==> src/rtl/mlp_sample_sequencer.sv <==
// Serial feature loader and result capture around the combinational MLP regressor.
// Optional feat_last framing check is enabled by defining MLP_SEQ_FRAMECHK_EN.
module mlp_sample_sequencer #(
    parameter int WIDTH_A       = 4,
    parameter int NUM_A         = 11,
    parameter int OUTWIDTH      = 20,
    parameter int SETTLE_CYCLES = 8
) (
    input  logic                     clk,
    input  logic                     rst,
    input  logic                     feat_valid,
    output logic                     feat_ready,
    input  logic [WIDTH_A-1:0]       feat_data,
    input  logic                     feat_last,
    output logic [NUM_A*WIDTH_A-1:0] inp,
    input  logic [OUTWIDTH-1:0]      cls_out,
    output logic                     res_valid,
    input  logic                     res_ready,
    output logic [OUTWIDTH-1:0]      res_data,
    output logic                     err_frame
);

    localparam int IDXW = (NUM_A > 1) ? $clog2(NUM_A) : 1;
    localparam int CNTW = (SETTLE_CYCLES > 1) ? $clog2(SETTLE_CYCLES) : 1;
    localparam logic [IDXW-1:0] IDX_LAST = IDXW'(NUM_A - 1);
    localparam logic [CNTW-1:0] CNT_INIT = CNTW'(SETTLE_CYCLES - 1);

    typedef enum logic [1:0] {
        LOAD   = 2'd0,
        SETTLE = 2'd1,
        HOLD   = 2'd2
    } state_t;

    state_t          state;
    logic [IDXW-1:0] idx;
    logic [CNTW-1:0] cnt;
    logic            xfer;
    logic            at_last;
    logic            frame_bad;

    // Ready is gated by reset so no word can slip in while the block is being cleared.
    assign feat_ready = (state == LOAD) && !rst;
    assign xfer       = feat_valid && feat_ready;
    assign at_last    = (idx == IDX_LAST);

`ifdef MLP_SEQ_FRAMECHK_EN
    assign frame_bad = (feat_last != at_last);
`else
    logic unused_feat_last;
    assign unused_feat_last = feat_last;
    assign frame_bad        = 1'b0;
`endif

    always_ff @(posedge clk) begin
        if (rst) begin
            state     <= LOAD;
            idx       <= '0;
            cnt       <= '0;
            inp       <= '0;
            res_data  <= '0;
            res_valid <= 1'b0;
            err_frame <= 1'b0;
        end else begin
            err_frame <= 1'b0;
            case (state)
                LOAD: begin
                    if (xfer) begin
                        inp[idx*WIDTH_A +: WIDTH_A] <= feat_data;
                        // A misframed word restarts the sample without launching it.
                        if (frame_bad) begin
                            idx       <= '0;
                            err_frame <= 1'b1;
                        end else if (at_last) begin
                            idx   <= '0;
                            cnt   <= CNT_INIT;
                            state <= SETTLE;
                        end else begin
                            idx <= idx + 1'b1;
                        end
                    end
                end
                SETTLE: begin
                    if (cnt == '0) begin
                        res_data  <= cls_out;
                        res_valid <= 1'b1;
                        state     <= HOLD;
                    end else begin
                        cnt <= cnt - 1'b1;
                    end
                end
                HOLD: begin
                    if (res_ready) begin
                        res_valid <= 1'b0;
                        state     <= LOAD;
                    end
                end
                default: state <= LOAD;
            endcase
        end
    end

endmodule

==> config.mk <==
export PLATFORM = sky130hd
export DESIGN_NAME = mlp_sample_sequencer
export DESIGN_NICKNAME = d
export VERILOG_FILES = /design/src/rtl/mlp_sample_sequencer.sv
export SDC_FILE = /design/constraint.sdc
export NUM_CORES = 1
export LEC_CHECK = 0
export CAP_MARGIN = 30
export CORE_ASPECT_RATIO = 0.5
export CORE_MARGIN = 2
export CORE_UTILIZATION = 48
export CTS_BUF_LIST = sky130_fd_sc_hd__clkbuf_8
export DETAILED_ROUTE_END_ITERATION = 6
export GPL_ROUTABILITY_DRIVEN = 0
export GPL_TIMING_DRIVEN = 0
export MAX_ROUTING_LAYER = met4
export PLACE_DENSITY = 0.82
export SLEW_MARGIN = 15
export SYNTH_ARGS = -nofsm -noshare
export SYNTH_HDL_FRONTEND = slang
export SYNTH_SLANG_ARGS = --single-unit
==> constraint.sdc <==
create_clock -name clk -period 2.75 [get_ports clk]
set_input_delay 0.55 -clock clk [delete_from_list [all_inputs] [get_ports clk]]
set_output_delay 0.55 -clock clk [all_outputs]
set_load 0.02 [all_outputs]
* Word-level counts from Yosys, hierarchy flattened
Index checks and enable logic that the tools add are counted.
Storage, ports and cells: register bits 74, word-level logic and storage cells 45, input port bits 29, output and inout port bits 67
Cells by class: equal/unequal tests 8, shifts and indexed selects 2, mux-type cells 14, reduce and logical (&&, ||, !) cells 12, add/subtract/negate cells 3
Operators by type and width (count):
- bitwise mux 44 bit | 1
- variable shift 4 x 34 -> 44 bit, first input constant | 1
- variable part select 4 x 34 -> 44 bit | 1
- negation 6 -> 34 bit | 1
- inequality test 2 bit, second input constant | 5
- 2-to-1 mux 3 bit | 3
- 2-to-1 mux 2 bit | 4
- AND reduction 4 bit | 2
- one-hot mux 2 bit (3 select lines) | 1
- one-hot mux 3 bit (2 select lines) | 1
- adder 4 x 1 -> 4 bit, second input constant | 1
- == test 4 bit, second input constant | 1
- 2-to-1 mux 4 bit | 1
- AND reduction 2 bit | 2
- nonzero test 2 bit | 2
- logical NOT 3 bit | 1
- AND reduction 3 bit | 1
- subtractor 3 x 1 -> 3 bit, second input constant | 1
- == test 2 x 1 -> 1 bit, second input constant | 1
- == test 2 bit, second input constant | 1
- logical AND 1 bit | 2
- logical NOT 2 bit | 1
- 2-to-1 mux 1 bit | 2
- one-hot mux 1 bit (2 select lines) | 1
- logical NOT 1 bit | 1

* Depth between registers and ports, before layout
depth after elaboration 5, depth in mapped cells 8, mapped depth without buffers 7

* Least setup slack after synthesis
No wires, ideal clock.
path kind flip-flop to flip-flop, from register idx[0], to register inp[1], path buffers 1, setup time 121 ps, arrival time 2135 ps, setup slack 494 ps, stages on the path, launching flop included 8, required time 2629 ps, cell sequence dfxtp_1 -> clkbuf_1 -> inv_1 -> ha_1 -> nor2_1 -> nand4_1 -> nor3_1 -> mux2_2
On the way: word-level cells in the longest chain between the ends 3, elaborated cells between the ends (all ways) 4, those cells by class add/sub: 1; shift: 2; mux: 1
RTL lines:
- start: declaration | line 35 | logic [IDXW-1:0] idx;
- start signal: assignment | line 78 | idx <= idx + 1'b1;
- negation 6 -> 34 bit * | line 68 | inp[idx*WIDTH_A +: WIDTH_A] <= feat_data;
- variable part select 4 x 34 -> 44 bit or variable shift 4 x 34 -> 44 bit (tied branches) | line 68
- bitwise mux 44 bit * | line 68
- end signal: indexed assignment | line 68
- end: declaration | line 15 | output logic [NUM_A*WIDTH_A-1:0] inp,
Every way passes the cells marked *; elsewhere a longest branch is shown, timed or not. A chain may end at the register's enable or synchronous reset.

* Final worst setup path
from input port rst, to register inp[28]
On the way: word-level cells in the longest chain between the ends 4
RTL lines:
- start: declaration | line 10 | input logic rst,
- logical NOT 1 bit | line 42 | assign feat_ready = (state == LOAD) && !rst;
- logical AND 1 bit | line 42
- logical AND 1 bit | line 43 | assign xfer = feat_valid && feat_ready;
- AND reduction 2 bit (no source line)
Parallel ways exist; a longest one is shown, timed or not.

==> qor.yml <==
outcome: "finished clean"
first_global_vias: 2540
period_share: 0.918
synth_seq_cells: 74
final_cell_mix: "92 x clkdlybuf4s50_1, 74 x dfxtp_1, 63 x nand2_1"
critPathMaxFanout: 10
detail_route.vias_per_cell: 5.10
synth.avg_cell_area_um2: 8.78
cts_htree_levels: 3
tns_ns: 0
max_stage_delay_ns: 0.76
grt_pass1_wl_um: 12500
cp_num_buf_inv: 2
cp.arrival_ns: 2.78
diodes: 0
overflow: 0
dp_hpwl_um: 5770
max_slew_margin: 0.398
finalPower_mw: 2.08
die_x_um: 119
p_leak_nw: 1.60
vias: 2841
stdcell_area_um2: 4440
synth_ff_type: "dfxtp_1"
synth_compound_area_frac: 0.106
synthesis.area_um2: 3160
async_reset_ff_frac: 0
path_cells: "clkdlybuf4s50_1 -> buf_2 -> nor4b_2 -> o2111ai_2 -> o41ai_1"
synth_top_family_by_area: "simple AND/OR/NAND/NOR gates"
place_area_um2: 4200
yosysUniqueCellTypes: 41
hold_violations: 0
worst_slew_pin_slew_ns: 0.900
r2r.worst_path.cells: 8
drt_pass1_iterations: 4
cts_buffer_depth: 2
cp_slowest_cell: "nor4b_2"
timing.final.crit_period_ns: 2.52
cts_inserted_buffers: 9
syn_to_final_growth_pct: 40.4
crit_required_ns: 3.01
fp.coreArea_um2: 6210
clock_sinks: 74
ios: 96
cap_violations: 0
synth_xor_area_frac: 0.00554
route.detailed.drc: 0
grtUsageTotal: 0.235
antenna_found_initial: 0
setup_viol: 0
hold_path_depth: 1
fin_nets: 499
cp_top_family: "compound AO/OA/AOI/OAI gates"
wl_per_cell_um: 14.4
ir_worst_vdd_mv: 0.337
drtIter0Drc: 223
syn-num-nets: 395
muxShareOfSynthArea: 0.0768
timing.rr.start: "idx[0]$_SDFFE_PP0P_"
cts_tree: "yes"
postCtsSetupRepairBufs: 0
final_common_cell: "clkdlybuf4s50_1"
port_buffers: 93
wl_um: 8030
postRouteAntennaNets: 0
cp.depth: 5
crit_type: "in -> reg"
synth-edff-count: 0
slew_viol_final: 0
synthCells: 360
worstSkewPairLatency_ns: 0.36
clk_pin_slew_ns: 0.07
synthSimpleGateAreaFrac: 0.281
grt_max_degree: 12
rows: 20
fmax_mhz: 396
p_per_area_nw_per_um2: 470
hold_path_startpoint: "cnt[0]$_SDFFE_PP0P_"
crit_start: "rst"
yosys.area_share.adder: 0.0237
dieArea_um2: 7290
timing.hold.ws_ns: 0.445
start_util: 0.509
crit_path_end_kind: "flip-flop"
startpoint_type: "input port"
cts_root_buffer: "clkbuf_8"
yosysWarnings: 0
skew_ns: 0.00718
drive_gt1_frac: 0.0746
hp-class: "reg -> reg"
fp.dieH_um: 61.4
yosysSeqAreaShare: 0.469
grt_setup_unrepaired: "false"
-- cells in the mapped netlist (2+ instances only) --
cell type  instances  area share
clkbuf_1          15       0.018
nand3_1           10       0.016
nor3_1             5      0.0079
ha_1               6       0.024
o31ai_1            7       0.017
and3_1             2      0.0040
nand2b_1          34       0.067
o21ai_0            9       0.014
dfxtp_1           74        0.47
and4_1             2      0.0055
nor2_1            15       0.018
nand3b_1           9       0.021
and2_1             6       0.012
mux2i_1           22       0.070
buf_2              4      0.0063
inv_1              9       0.011
or3_1              2      0.0040
a21oi_1           32       0.051
nand2_1           63       0.075
nand4_1            6       0.012
o2111ai_1          2      0.0055
nor2b_1            5      0.0099
mux2_2             2      0.0071
and3b_1            2      0.0055
-- state kept, by name, summed over array words and instances, names as in the netlist --
name	flops
cnt	3
res_valid	1
res_data	20
idx	4
inp	44
state	2
-- cell families after synthesis --
family	Yosys count
buf+inv	29
other cells	1
mux	24
compound gates	57
fa+ha+maj	6
simple gates	167
xor+xnor	2
flops	74
-- layout make-up --
type	count	area, um^2
fill	500	1770
tap	88	110
clock inverter	2	8.76
buffer	20	86.3
clock buffer	14	193
timing repair buffer	93	933
sequential	74	1480
multi-input combinational	257	1590
inverter	9	33.8
-- where the power goes --
group          switching (mW)  total [mW]  leakage (nW)  internal [mW]
Combinational          0.0890       0.168         0.897         0.0792
Clock                   0.387       0.833         0.110          0.447
Sequential            0.00591        1.08         0.596           1.08
-- per-stage QoR --
| stage | utilization | instances | setup WS (ns) |
|---|---|---|---|
| 2_1_floorplan | - | 360 | 0.494 |
| 3_3_place_gp | 0.677 | 541 | -0.173 |
| 3_5_place_dp | 0.677 | 541 | -0.242 |
| 4_1_cts | 0.711 | 557 | 0.0153 |
| 5_1_grt | 0.715 | 557 | 0.0379 |
| 6_report | 0.715 | 557 | 0.226 |
-- path summary, 6_finish.rpt --
check	end	slack, ns
worst max-delay path	inp[28]$_SDFFE_PP0P_	0.23
worst min-delay path	cnt[0]$_SDFFE_PP0P_	0.45
worst max register to register	inp[38]$_SDFFE_PP0P_	0.25
worst min register to register	cnt[0]$_SDFFE_PP0P_	0.45
-- layer usage --
layer / GRT usage / part of all wire / vias up
li1: - / - / 1432
met1: 0.309 / 0.50 / 1327
met2: 0.338 / 0.42 / 76
met3: 0.0824 / 0.067 / 6
met4: 0.0833 / 0.0081 / 0
met5: - / 0 / -
-- repair_timing --
| item | 4_1_cts | 5_1_grt |
|---|---|---|
| endpoints found under the setup margin | 2 | 33 |
| resized for setup | 2 | 8 |
| hold buffers | 0 | 0 |
Power figures use the tool's default switching activity.
